==> src/rtl/data_ram.sv <==
// Single-port word RAM: 2^n words of m bits, synchronous clear, combinational read.
// Define DATA_RAM_RDREG_EN for a registered read port (one-cycle read latency).
module data_ram #(
   parameter int unsigned n = 5,
   parameter int unsigned m = 32
) (
   input  logic [n-1:0] Addr,
   input  logic [m-1:0] DataIn,
   input  logic         MemWR,
   input  logic         Clk,
   output logic [m-1:0] DataOut,
   input  logic         Reset
);

   localparam int Depth = 1 << n;

   logic [m-1:0] mem [Depth];

   // Reset clears every word in one edge and wins over a simultaneous write.
   always_ff @(posedge Clk) begin
      if (Reset) begin
         for (int i = 0; i < Depth; i++) begin
            mem[i] <= '0;
         end
      end else if (MemWR) begin
         mem[Addr] <= DataIn;
      end
   end

`ifdef DATA_RAM_RDREG_EN
   logic [m-1:0] dataOutQ;

   // Samples the pre-write contents, so a same-edge write reads old data.
   always_ff @(posedge Clk) begin
      if (Reset) begin
         dataOutQ <= '0;
      end else begin
         dataOutQ <= mem[Addr];
      end
   end

   assign DataOut = dataOutQ;
`else
   assign DataOut = mem[Addr];
`endif

endmodule

==> config.mk <==
export PLATFORM = sky130hd
export DESIGN_NAME = data_ram
export DESIGN_NICKNAME = d
export VERILOG_FILES = /design/src/rtl/data_ram.sv
export SDC_FILE = /design/constraint.sdc
export NUM_CORES = 1
export LEC_CHECK = 0
export BUFFER_PORTS_ARGS = -buffer_cell sky130_fd_sc_hd__buf_2
export CORE_UTILIZATION = 35
export CTS_BUF_LIST = sky130_fd_sc_hd__clkbuf_16
export DETAILED_ROUTE_END_ITERATION = 12
export PLACE_DENSITY = 0.45
export SLEW_MARGIN = 20
export SYNTH_ARGS = -nofsm -noshare
export SYNTH_HDL_FRONTEND = slang
export SYNTH_SLANG_ARGS = --single-unit
export TNS_END_PERCENT = 30
==> constraint.sdc <==
create_clock -name Clk -period 3.02 [get_ports Clk]
set_input_delay 0.604 -clock Clk [delete_from_list [all_inputs] [get_ports Clk]]
set_output_delay 0.604 -clock Clk [all_outputs]
set_load 0.005 [all_outputs]
==> report_table.html, run 1 <==
<table>
<tr><th>Metric</th><th>Value</th></tr>
<tr><th colspan="2">Cells and area</th></tr>
<tr><td>Share of the core filled with cells</td><td>43.2%</td></tr>
<tr><td>Area growth from synthesis to final layout</td><td>22.2%</td></tr>
<tr><td>Post-layout instance area</td><td>56900 um^2</td></tr>
<tr><td>Commonest non-fill, non-tap cells in the layout</td><td>and2_1 (1024), edfxtp_1 (1024), mux2i_1 (461)</td></tr>
<tr><td>Total number of nets in the final design</td><td>3601</td></tr>
<tr><td>Registers with the most flip-flops</td><td>mem x1024</td></tr>
<tr><td>Share of post-route cells with drive strength above 1</td><td>23.1%</td></tr>
<tr><td>Max reg flops</td><td>1024</td></tr>
<tr><td>Most flops, register</td><td>mem</td></tr>
<tr><th colspan="2">Routing</th></tr>
<tr><td>Total wirelength of the detailed-routed design</td><td>150 mm</td></tr>
<tr><td>Average via count per standard cell</td><td>5.20</td></tr>
<tr><td>Routed vias</td><td>28200</td></tr>
<tr><td>First drt pass iteration count</td><td>5</td></tr>
<tr><td>Initial detailed-routing violation count</td><td>2290</td></tr>
<tr><td>Residual antenna-violating net count after detailed routing</td><td>0</td></tr>
<tr><td>Routed wirelength normalized by instance count</td><td>27.8 um</td></tr>
<tr><td>DRC violations left</td><td>0</td></tr>
<tr><th colspan="2">Timing</th></tr>
<tr><td>Setup slack after layout</td><td>-0.0774 ns</td></tr>
<tr><td>Tightest Pin Transition</td><td>0.813 ns</td></tr>
<tr><td>Max Freq</td><td>0.323 GHz</td></tr>
<tr><td>Max-Slew Margin vs Limit</td><td>45.8%</td></tr>
<tr><td>Setup violations, final</td><td>14</td></tr>
<tr><td>Share of the cycle needed by the critical path after routing</td><td>103%</td></tr>
<tr><td>Max-slew violation total from the final report</td><td>0</td></tr>
<tr><td>Number of endpoints with negative hold slack in the final report</td><td>0</td></tr>
<tr><td>RSZ-0062 raised after global routing</td><td>yes</td></tr>
<tr><td>Worst hold-check slack</td><td>0.516 ns</td></tr>
<tr><td>Fin crit period</td><td>3.10 ns</td></tr>
<tr><th colspan="2">Pwr</th></tr>
<tr><td>Sequential cell fraction of total power</td><td>49.9%</td></tr>
<tr><td>Leakage</td><td>21.4 nW</td></tr>
<tr><td>Worst supply voltage drop on vdd</td><td>0.000457 V</td></tr>
<tr><td>Internal power</td><td>25.5 mW</td></tr>
<tr><td>Switching part of the total</td><td>23.4%</td></tr>
<tr><td>Combinational power share</td><td>8.7%</td></tr>
<tr><td>Switching component of the power</td><td>7.78 mW</td></tr>
<tr><td>Power Dens Cells</td><td>584 nW/um^2</td></tr>
<tr><td>Share of power burned in the clock network</td><td>41.3%</td></tr>
<tr><th colspan="2">Synthesis</th></tr>
<tr><td>Count of warnings emitted by yosys</td><td>0</td></tr>
<tr><td>Most instantiated flip-flop cell in the synthesis netlist</td><td>edfxtp_1</td></tr>
<tr><td>Gate count of the mapped netlist</td><td>3327</td></tr>
<tr><td>Mapped cell area</td><td>46600 um^2</td></tr>
<tr><td>Sequential element share of the synthesized area</td><td>66.0%</td></tr>
<tr><td>Asr flop ratio synth</td><td>0%</td></tr>
<tr><td>Number of enable-type register cells in the synthesized netlist</td><td>1024</td></tr>
<tr><td>Flip-flop and latch count after synthesis</td><td>1024</td></tr>
<tr><td>Synthesized area per cell</td><td>14.0 um^2</td></tr>
<tr><td>Number of distinct standard cells referenced by the synthesized netlist</td><td>32</td></tr>
<tr><td>Synthesized netlist net count</td><td>3367</td></tr>
<tr><th colspan="2">CTS</th></tr>
<tr><td>Clock tree root buffer cell</td><td>clkbuf_16</td></tr>
<tr><td>Clock slew at reported path FFs</td><td>0.06 ns</td></tr>
<tr><td>Clock tree sinks</td><td>1024</td></tr>
<tr><td>Cts-stage hold buffer count</td><td>0</td></tr>
<tr><td>Number of H-tree branching levels</td><td>3</td></tr>
<tr><td>Max Root-Sink Buffers</td><td>3</td></tr>
<tr><td>Number of buffers added by the clock tree synthesis step</td><td>116</td></tr>
<tr><td>TritonCTS clock tree</td><td>done</td></tr>
<tr><th colspan="2">Min path</th></tr>
<tr><td>Worst hold path stage count</td><td>2</td></tr>
<tr><td>Worst Hold Class</td><td>in -&gt; reg</td></tr>
<tr><th colspan="2">Critical path</th></tr>
<tr><td>Critical path capture point type</td><td>output pin</td></tr>
<tr><td>Max FO, Critical Path</td><td>16</td></tr>
<tr><td>Worst Path Required</td><td>2.42 ns</td></tr>
<tr><td>Crit Path Class</td><td>in -&gt; out</td></tr>
<tr><td>Arrival time at the worst endpoint</td><td>2.49 ns</td></tr>
<tr><td>Startpoint types</td><td>input port</td></tr>
<tr><th colspan="2">Placement</th></tr>
<tr><td>Sum of net half-perimeters after detailed placement</td><td>93.3 mm</td></tr>
<tr><td>Final weighted congestion of routability-driven global placement</td><td>0.831</td></tr>
<tr><td>Post-detailed-placement cell area</td><td>51300 um^2</td></tr>
<tr><td>Count of input and output buffers</td><td>71</td></tr>
<tr><td>Worst Setup Slack post-DPL</td><td>-0.830 ns</td></tr>
<tr><th colspan="2">Outcome</th></tr>
<tr><td>Violations in the final reports</td><td>setup timing</td></tr>
<tr><td>Result of the run</td><td>complete, but fails checks</td></tr>
<tr><th colspan="2">Die</th></tr>
<tr><td>Area inside the core boundary</td><td>132000 um^2</td></tr>
<tr><td>Effective utilization at floorplan</td><td>35.3%</td></tr>
<tr><td>Row cnt</td><td>133</td></tr>
<tr><td>Die width</td><td>367 um</td></tr>
<tr><td>Die extent in y</td><td>367 um</td></tr>
<tr><td>I/O pin count</td><td>72</td></tr>
<tr><td>Floorplan die area</td><td>135000 um^2</td></tr>
<tr><th colspan="2">Global routing</th></tr>
<tr><td>Overall fraction of global-route tracks in use</td><td>22.2%</td></tr>
<tr><td>Sum of overflow across all layers after global routing</td><td>0</td></tr>
<tr><td>Largest net degree at the start of global routing</td><td>41</td></tr>
<tr><td>Via count of the first global-routing pass</td><td>29000</td></tr>
<tr><td>First-pass GRT wire length</td><td>214 mm</td></tr>
<tr><td>Antenna violations before repair</td><td>24</td></tr>
<tr><th colspan="2">Run</th></tr>
<tr><td>Max cap viols</td><td>0</td></tr>
</table>
==> cells by family (layout without fill, tap and decap cells) <==
family	count (synthesis)	after routing	synth area share [%]
compound gates	256	256	3.64
buf+inv	321	647	3.07
flops	1024	1024	66.0
mux	512	512	11.0
other cells	0	5	0
simple gates	1214	1214	16.2
==> cell type report <==
class                      count  area [um^2]
sequential                  1024        30700
timing repair buffer         437         4560
antenna                        5         12.5
fill                       11900        74900
clock buffer                 118         2950
tap                         1755         2200
multi-input combinational   1982        15700
clock inverter                92          698
==> per-stage QoR <==
stage / TNS [ns] / total power [mW] / std cells
3_3_place_gp: -13.86 / 19.5 / 5163
6_report: -0.358 / 33.3 / 5413
3_5_place_dp: -13.26 / 19.5 / 5164
2_1_floorplan: 0 / 18.1 / 3327
4_1_cts: -0.885 / 33.5 / 5394
5_1_grt: -1.48 / 34.2 / 5409
==> routing by layer <==
metal	GRT usage (%)	vias up	wire [um]
li1	-	12600	-
met1	29.9	14700	65800
met2	37.8	751	73900
met3	2.98	186	7290
met4	5.47	2	3370
met5	0	-	9
==> power groups by stage <==
stage / Clock (mW) / Sequential (mW) / Combinational, mW
after floorplan: 0 / 16.8 / 1.26
after global placement: 0 / 16.9 / 2.60
after detailed placement: 0 / 16.9 / 2.62
after CTS: 14.0 / 16.6 / 2.88
after global routing: 14.5 / 16.7 / 3.06
final: 13.7 / 16.6 / 2.90
==> synthesized netlist by cell type, types with 9 or more instances <==
| cell | n | area [um^2] |
|---|---|---|
| or2_2 | 32 | 200 |
| o22ai_1 | 241 | 1510 |
| nor4_1 | 64 | 400 |
| clkbuf_2 | 27 | 135 |
| mux2i_1 | 512 | 5120 |
| buf_4 | 9 | 67.6 |
| clkbuf_1 | 189 | 709 |
| buf_2 | 90 | 450 |
| edfxtp_1 | 1024 | 30700 |
| nor2_1 | 25 | 93.8 |
| o22ai_2 | 15 | 188 |
| nand2_1 | 34 | 128 |
| and2_1 | 1024 | 6410 |
==> path summary, 6_finish.rpt <==
path | startpoint | endpoint
max | Addr[1] | DataOut[13]
min | DataIn[31] | mem[25][31]
==> timing repair <==
action | CTS | global route
setup endpoints to repair | 32 | 32
cloned | 7 | 1
resized for setup | 221 | 61
setup buffers | 20 | 13
pin swaps | 34 | 16
==> worst max-delay path, stage by stage <==
cell	delay (ns)
buf_16	0.14
buf_12	0.17
buf_12	0.19
mux2i_2	0.25
o22ai_1	0.11
buf_4	0.16
nor4_4	0.42
buf_4	0.19
nand2_1	0.06
buf_2	0.14
Note: power is estimated with default switching activity, not from simulation.
==> inputs of run 2 (changes only) <==
Settings changed: REMOVE_ABC_BUFFERS set to 1.
==> run 2 against run 1 <==
  * The run still ends with setup timing left
  * Non-clock buffer count down 45
  * Via count down 0.97%
  * Critical path depth unchanged
  * Die area unchanged
  * Clock power down 4%
  * Critical endpoint is now DataOut[16]
==> report_table.html, run 2 (synthesized netlist as in run 1, its figures left out) <==
<table>
<tr><th>Metric</th><th>Value</th></tr>
<tr><th colspan="2">Timing</th></tr>
<tr><td>Total negative slack for setup checks</td><td>-0.0549 ns</td></tr>
<tr><td>Max Freq</td><td>0.326 GHz</td></tr>
<tr><td>Max-slew violation total from the final report</td><td>0</td></tr>
<tr><td>Setup violations, final</td><td>2</td></tr>
<tr><td>RSZ-0062 raised after global routing</td><td>yes</td></tr>
<tr><td>Setup slack after layout</td><td>-0.0466 ns</td></tr>
<tr><td>Share of the cycle needed by the critical path after routing</td><td>102%</td></tr>
<tr><td>Max-Slew Margin vs Limit</td><td>47.3%</td></tr>
<tr><td>Fin crit period</td><td>3.07 ns</td></tr>
<tr><td>Number of endpoints with negative hold slack in the final report</td><td>0</td></tr>
<tr><td>Tightest Pin Transition</td><td>0.790 ns</td></tr>
<tr><td>Worst hold-check slack</td><td>0.530 ns</td></tr>
<tr><th colspan="2">Global routing</th></tr>
<tr><td>Largest net degree at the start of global routing</td><td>33</td></tr>
<tr><td>Antenna violations before repair</td><td>18</td></tr>
<tr><td>Via count of the first global-routing pass</td><td>28200</td></tr>
<tr><td>Sum of overflow across all layers after global routing</td><td>0</td></tr>
<tr><td>First-pass GRT wire length</td><td>214 mm</td></tr>
<tr><td>Overall fraction of global-route tracks in use</td><td>22.4%</td></tr>
<tr><th colspan="2">Critical path</th></tr>
<tr><td>Timing endpoint of the critical path</td><td>DataOut[16]</td></tr>
<tr><td>Worst Path Required</td><td>2.42 ns</td></tr>
<tr><td>Critical path capture point type</td><td>output pin</td></tr>
<tr><td>Origin of the worst setup path</td><td>Addr[1]</td></tr>
<tr><td>Arrival time at the worst endpoint</td><td>2.46 ns</td></tr>
<tr><td>Crit Path Class</td><td>in -&gt; out</td></tr>
<tr><td>Startpoint types</td><td>input port</td></tr>
<tr><td>Max FO, Critical Path</td><td>11</td></tr>
<tr><th colspan="2">Die</th></tr>
<tr><td>Die width</td><td>367 um</td></tr>
<tr><td>Floorplan die area</td><td>135000 um^2</td></tr>
<tr><td>Die extent in y</td><td>367 um</td></tr>
<tr><td>Area inside the core boundary</td><td>132000 um^2</td></tr>
<tr><td>Row cnt</td><td>133</td></tr>
<tr><td>I/O pin count</td><td>72</td></tr>
<tr><td>Effective utilization at floorplan</td><td>35.3%</td></tr>
<tr><th colspan="2">CTS</th></tr>
<tr><td>Number of H-tree branching levels</td><td>3</td></tr>
<tr><td>Clock tree sinks</td><td>1024</td></tr>
<tr><td>Number of buffers added by the clock tree synthesis step</td><td>113</td></tr>
<tr><td>TritonCTS clock tree</td><td>done</td></tr>
<tr><td>Max Root-Sink Buffers</td><td>3</td></tr>
<tr><td>Clock slew at reported path FFs</td><td>0.06 ns</td></tr>
<tr><td>Cts-stage hold buffer count</td><td>0</td></tr>
<tr><td>Clock tree root buffer cell</td><td>clkbuf_16</td></tr>
<tr><th colspan="2">Cells and area</th></tr>
<tr><td>Total number of nets in the final design</td><td>3553</td></tr>
<tr><td>Area growth from synthesis to final layout</td><td>19.8%</td></tr>
<tr><td>Most flops, register</td><td>mem</td></tr>
<tr><td>Max reg flops</td><td>1024</td></tr>
<tr><td>Share of post-route cells with drive strength above 1</td><td>20.5%</td></tr>
<tr><td>Commonest non-fill, non-tap cells in the layout</td><td>and2_1 (1024), edfxtp_1 (1024), mux2i_1 (497)</td></tr>
<tr><td>Registers with the most flip-flops</td><td>mem x1024</td></tr>
<tr><td>Fillers</td><td>12000</td></tr>
<tr><th colspan="2">Routing</th></tr>
<tr><td>Average via count per standard cell</td><td>5.20</td></tr>
<tr><td>First drt pass iteration count</td><td>5</td></tr>
<tr><td>Total wirelength of the detailed-routed design</td><td>153 mm</td></tr>
<tr><td>Initial detailed-routing violation count</td><td>2361</td></tr>
<tr><td>Routed vias</td><td>27900</td></tr>
<tr><td>Routed wirelength normalized by instance count</td><td>28.5 um</td></tr>
<tr><td>DRC violations left</td><td>0</td></tr>
<tr><td>Residual antenna-violating net count after detailed routing</td><td>0</td></tr>
<tr><th colspan="2">Placement</th></tr>
<tr><td>Count of input and output buffers</td><td>71</td></tr>
<tr><td>Final weighted congestion of routability-driven global placement</td><td>0.818</td></tr>
<tr><td>Sum of net half-perimeters after detailed placement</td><td>92.0 mm</td></tr>
<tr><th colspan="2">Min path</th></tr>
<tr><td>Worst Hold Class</td><td>in -&gt; reg</td></tr>
<tr><th colspan="2">Pwr</th></tr>
<tr><td>Share of power burned in the clock network</td><td>40.5%</td></tr>
<tr><td>Sequential cell fraction of total power</td><td>51.1%</td></tr>
<tr><td>Overall power after layout</td><td>32.4 mW</td></tr>
<tr><td>Switching component of the power</td><td>7.61 mW</td></tr>
<tr><td>Leakage</td><td>21.0 nW</td></tr>
<tr><td>Internal power</td><td>24.8 mW</td></tr>
<tr><td>Combinational power share</td><td>8.4%</td></tr>
<tr><td>Power Dens Cells</td><td>581 nW/um^2</td></tr>
<tr><td>Switching part of the total</td><td>23.5%</td></tr>
<tr><td>Worst supply voltage drop on vdd</td><td>0.000389 V</td></tr>
<tr><th colspan="2">Outcome</th></tr>
<tr><td>Result of the run</td><td>complete, but fails checks</td></tr>
<tr><td>Violations in the final reports</td><td>setup timing</td></tr>
<tr><th colspan="2">Run</th></tr>
<tr><td>Max cap viols</td><td>0</td></tr>
</table>
-- run 2: cell types whose count changed in the layout (fill, tap and decap cells not counted), moves of 18 or more --
cell	before	now
buf_4	250	228
o22ai_1	184	202
mux2i_2	39	11
nor2_4	4	28
nor2_2	24	0
buf_12	86	61
mux2i_1	461	497
-- run 2: worst min-delay path by stage --
| stage | slack (ns) | startpoint | end | depth (start not counted) |
|---|---|---|---|---|
| 4_1_cts | 0.47 | DataIn[1] | mem[14][1] | 2 |
| 3_3_place_gp | 1.25 | DataIn[0] | mem[31][0] | 2 |
| 2_1_floorplan | 0.80 | DataIn[0] | mem[0][0] | 1 |
| 3_5_place_dp | 1.27 | DataIn[0] | mem[27][0] | 2 |
| 5_1_grt | 0.53 | DataIn[1] | mem[14][1] | 2 |
| 6_report | 0.53 | DataIn[28] | mem[23][28] | 2 |
-- run 2: area by class of cell --
cell class | count | area (um^2) | area share [%]
Multi-Input combinational cell | 1982 | 15400 | 27.6
Antenna cell | 11 | 27.5 | 0.0494
Clock buffer | 113 | 2830 | 5.07
Clock inverter | 93 | 653 | 1.17
Timing Repair Buffer | 392 | 3920 | 7.02
Sequential cell | 1024 | 30700 | 55.1
Tap cell | 1755 | 2200 | 3.94
-- run 2: power by group through the flow --
stage	Combinational (mW)	Sequential, mW	Clock (mW)
after floorplan	0.960	16.8	0
after global placement	2.53	16.8	0
after detailed placement	2.55	16.9	0
after CTS	2.69	16.6	13.4
after global routing	2.88	16.7	13.9
final	2.73	16.6	13.1
-- run 2: worst max-delay path, stage by stage --
cell and delay (ns):
buf_16 0.14, buf_16 0.17, buf_8 0.15, buf_12 0.14
mux2i_1 0.19, o22ai_1 0.13, nor4_4 0.44, buf_4 0.22
nand2_1 0.09, buf_2 0.15
-- run 2: timing repair --
| action | CTS | global route |
|---|---|---|
| gates cloned | 5 | 4 |
| setup buffers | 15 | 12 |
| setup endpoints to repair | 32 | 32 |
| gates resized for setup | 119 | 67 |
| pin swaps | 18 | 9 |
-- run 2: layer usage --
| layer | share of wire, % | wire [um] | GRT usage (%) | vias up |
|---|---|---|---|---|
| met5 | 0.018 | 27 | 0 | - |
| met4 | 1.6 | 2380 | 4.96 | 4 |
| met3 | 5.3 | 8070 | 2.95 | 147 |
| met2 | 49 | 75600 | 38.1 | 726 |
| li1 | - | - | - | 12500 |
| met1 | 44 | 66700 | 30.4 | 14500 |
-- run 2: metrics by stage --
| step | worst slack, ns | std cells | area [um^2] | util, % |
|---|---|---|---|---|
| 3_3_place_gp | -0.532 | 5121 | 50900 | 38.6 |
| 4_1_cts | -0.0351 | 5346 | 55300 | 41.9 |
| 3_5_place_dp | -0.518 | 5121 | 50900 | 38.6 |
| 5_1_grt | -0.0771 | 5359 | 55700 | 42.3 |
| 6_report | -0.0466 | 5370 | 55800 | 42.3 |
| 2_1_floorplan | -0.0415 | 3006 | 45100 | - |
==> inputs of run 3 (changes only) <==
Settings changed: TNS_END_PERCENT 30 to 20.
==> run 3 against run 2 <==
  * The run still ends with setup timing left
  * Largest cell class unchanged
  * Non-clock buffer count increased by 32
  * Clock-buffer cell count unchanged
  * Power increased by 0.23%
  * Sequential share of layout area fell by 0.40 points
  * Fmax rose by 0.55%
  * Setup slack better by 0.017 ns
  * Die area did not move
  * Clock power hardly changed
==> report_table.html, run 3 (synthesized netlist as in run 1, its figures left out) <==
<table>
<tr><th>Metric</th><th>Value</th></tr>
<tr><th colspan="2">Outcome</th></tr>
<tr><td>Result of the run</td><td>complete, but fails checks</td></tr>
<tr><td>Violations in the final reports</td><td>setup timing</td></tr>
<tr><th colspan="2">Pwr</th></tr>
<tr><td>Worst supply voltage drop on vdd</td><td>0.000416 V</td></tr>
<tr><td>Power Dens Cells</td><td>579 nW/um^2</td></tr>
<tr><td>Leakage</td><td>21.2 nW</td></tr>
<tr><td>Overall power after layout</td><td>32.5 mW</td></tr>
<tr><th colspan="2">Cells and area</th></tr>
<tr><td>Fillers</td><td>12000</td></tr>
<tr><td>Registers with the most flip-flops</td><td>mem x1024</td></tr>
<tr><td>Most flops, register</td><td>mem</td></tr>
<tr><td>Commonest non-fill, non-tap cells in the layout</td><td>and2_1 (1024), edfxtp_1 (1024), mux2i_1 (494)</td></tr>
<tr><td>Share of post-route cells with drive strength above 1</td><td>21.2%</td></tr>
<tr><td>Count of non-filler cells in the finished layout</td><td>5398</td></tr>
<tr><td>Post-layout instance area</td><td>56200 um^2</td></tr>
<tr><td>Area growth from synthesis to final layout</td><td>20.6%</td></tr>
<tr><td>Max reg flops</td><td>1024</td></tr>
<tr><td>Total number of nets in the final design</td><td>3585</td></tr>
<tr><th colspan="2">Critical path</th></tr>
<tr><td>Critical path capture point type</td><td>output pin</td></tr>
<tr><td>Max FO, Critical Path</td><td>17</td></tr>
<tr><td>Slowest cell on the critical path</td><td>nor4_4</td></tr>
<tr><td>Top Family by Delay on Critical Path</td><td>simple AND/OR/NAND/NOR gates</td></tr>
<tr><td>Total buffers and inverters traversed by the critical path</td><td>6</td></tr>
<tr><td>Largest incremental delay on the critical path</td><td>0.56 ns</td></tr>
<tr><td>Crit Path Class</td><td>in -&gt; out</td></tr>
<tr><td>Cell-by-cell listing of the critical path</td><td>buf_12, buf_8, nand4b_1, buf_4, buf_12, buf_8, o22ai_4, nor4_4, nand2_1, buf_2</td></tr>
<tr><td>Startpoint types</td><td>input port</td></tr>
<tr><td>Arrival time at the worst endpoint</td><td>2.45 ns</td></tr>
<tr><td>Worst Path Required</td><td>2.42 ns</td></tr>
<tr><th colspan="2">Global routing</th></tr>
<tr><td>First-pass GRT wire length</td><td>214 mm</td></tr>
<tr><td>Overall fraction of global-route tracks in use</td><td>22.4%</td></tr>
<tr><td>Sum of overflow across all layers after global routing</td><td>0</td></tr>
<tr><td>Via count of the first global-routing pass</td><td>28200</td></tr>
<tr><td>Largest net degree at the start of global routing</td><td>33</td></tr>
<tr><td>Antenna violations before repair</td><td>20</td></tr>
<tr><th colspan="2">Routing</th></tr>
<tr><td>Routed vias</td><td>28100</td></tr>
<tr><td>Routed wirelength normalized by instance count</td><td>28.8 um</td></tr>
<tr><td>First drt pass iteration count</td><td>5</td></tr>
<tr><td>DRC violations left</td><td>0</td></tr>
<tr><td>Initial detailed-routing violation count</td><td>2372</td></tr>
<tr><td>Average via count per standard cell</td><td>5.20</td></tr>
<tr><td>Residual antenna-violating net count after detailed routing</td><td>0</td></tr>
<tr><td>Total wirelength of the detailed-routed design</td><td>155 mm</td></tr>
<tr><th colspan="2">Die</th></tr>
<tr><td>Area inside the core boundary</td><td>132000 um^2</td></tr>
<tr><td>Floorplan die area</td><td>135000 um^2</td></tr>
<tr><td>I/O pin count</td><td>72</td></tr>
<tr><td>Effective utilization at floorplan</td><td>35.3%</td></tr>
<tr><td>Die width</td><td>367 um</td></tr>
<tr><td>Row cnt</td><td>133</td></tr>
<tr><td>Die extent in y</td><td>367 um</td></tr>
<tr><th colspan="2">Timing</th></tr>
<tr><td>Fin crit period</td><td>3.05 ns</td></tr>
<tr><td>Max Freq</td><td>0.328 GHz</td></tr>
<tr><td>Setup slack after layout</td><td>-0.0298 ns</td></tr>
<tr><td>RSZ-0062 raised after global routing</td><td>yes</td></tr>
<tr><td>Number of endpoints with negative hold slack in the final report</td><td>0</td></tr>
<tr><td>Setup violations, final</td><td>1</td></tr>
<tr><td>Max-slew violation total from the final report</td><td>0</td></tr>
<tr><td>Tightest Pin Transition</td><td>0.786 ns</td></tr>
<tr><td>Share of the cycle needed by the critical path after routing</td><td>101%</td></tr>
<tr><td>Max-Slew Margin vs Limit</td><td>47.6%</td></tr>
<tr><th colspan="2">CTS</th></tr>
<tr><td>TritonCTS clock tree</td><td>done</td></tr>
<tr><td>Clock slew at reported path FFs</td><td>0.06 ns</td></tr>
<tr><td>Clock tree sinks</td><td>1024</td></tr>
<tr><td>Clock tree root buffer cell</td><td>clkbuf_16</td></tr>
<tr><td>Max Root-Sink Buffers</td><td>3</td></tr>
<tr><td>Cts-stage hold buffer count</td><td>0</td></tr>
<tr><td>Number of buffers added by the clock tree synthesis step</td><td>113</td></tr>
<tr><td>Number of H-tree branching levels</td><td>3</td></tr>
<tr><th colspan="2">Placement</th></tr>
<tr><td>Final weighted congestion of routability-driven global placement</td><td>0.818</td></tr>
<tr><td>Post-detailed-placement cell area</td><td>50900 um^2</td></tr>
<tr><td>Placed cell count</td><td>5121</td></tr>
<tr><td>Sum of net half-perimeters after detailed placement</td><td>92.0 mm</td></tr>
<tr><td>Count of input and output buffers</td><td>71</td></tr>
<tr><th colspan="2">Min path</th></tr>
<tr><td>Worst Hold Class</td><td>in -&gt; reg</td></tr>
<tr><th colspan="2">Run</th></tr>
<tr><td>Max cap viols</td><td>0</td></tr>
</table>
==> run 3: through the flow <==
stage               utilization [%]  worst slack (ns)  TNS [ns]  hold slack, ns
floorplan                         -           -0.0415     -1.33           0.802
finish                         42.6           -0.0298   -0.0298           0.534
global placement               38.6            -0.532     -5.57            1.25
detailed placement             38.6            -0.518     -6.03            1.27
global route                   42.6           -0.0710    -0.213           0.534
CTS                            41.9           -0.0395    -0.401           0.469
==> run 3: final cells by class <==
type,instances,area [um^2],share of cell area [%]
clock buffer,113,2830,5.03
antenna,7,17.5,0.0312
multi-input combinational,1982,15400,27.4
sequential,1024,30700,54.7
clock inverter,93,653,1.16
timing repair buffer,424,4330,7.70
tap,1755,2200,3.91
==> run 3: where the power goes <==
group	switching (mW)	internal, mW	total (mW)
Sequential	0.204	16.4	16.6
Clock	5.71	7.42	13.1
Combinational	1.74	1.05	2.78
Total	7.66	24.9	32.5
==> run 3: metal layers <==
metal	vias to the layer above	track usage, %	wire, um
met2	753	38.1	76600
met3	167	2.95	8260
li1	12500	-	-
met4	4	4.96	3020
met1	14600	30.3	67300
met5	-	0	27
==> run 3: worst paths after layout <==
check / startpoint / to / slack (ns) / depth (start not counted)
hold / removal: DataIn[28] / mem[23][28] / 0.53 / 2
setup / recovery: Addr[3] / DataOut[9] / -0.03 / 10
==> run 3: timing repair <==
item,in CTS,in global routing
resized for setup,113,82
setup buffers,15,34
setup endpoints to repair,32,31
pin swaps,17,20
cloned,5,13
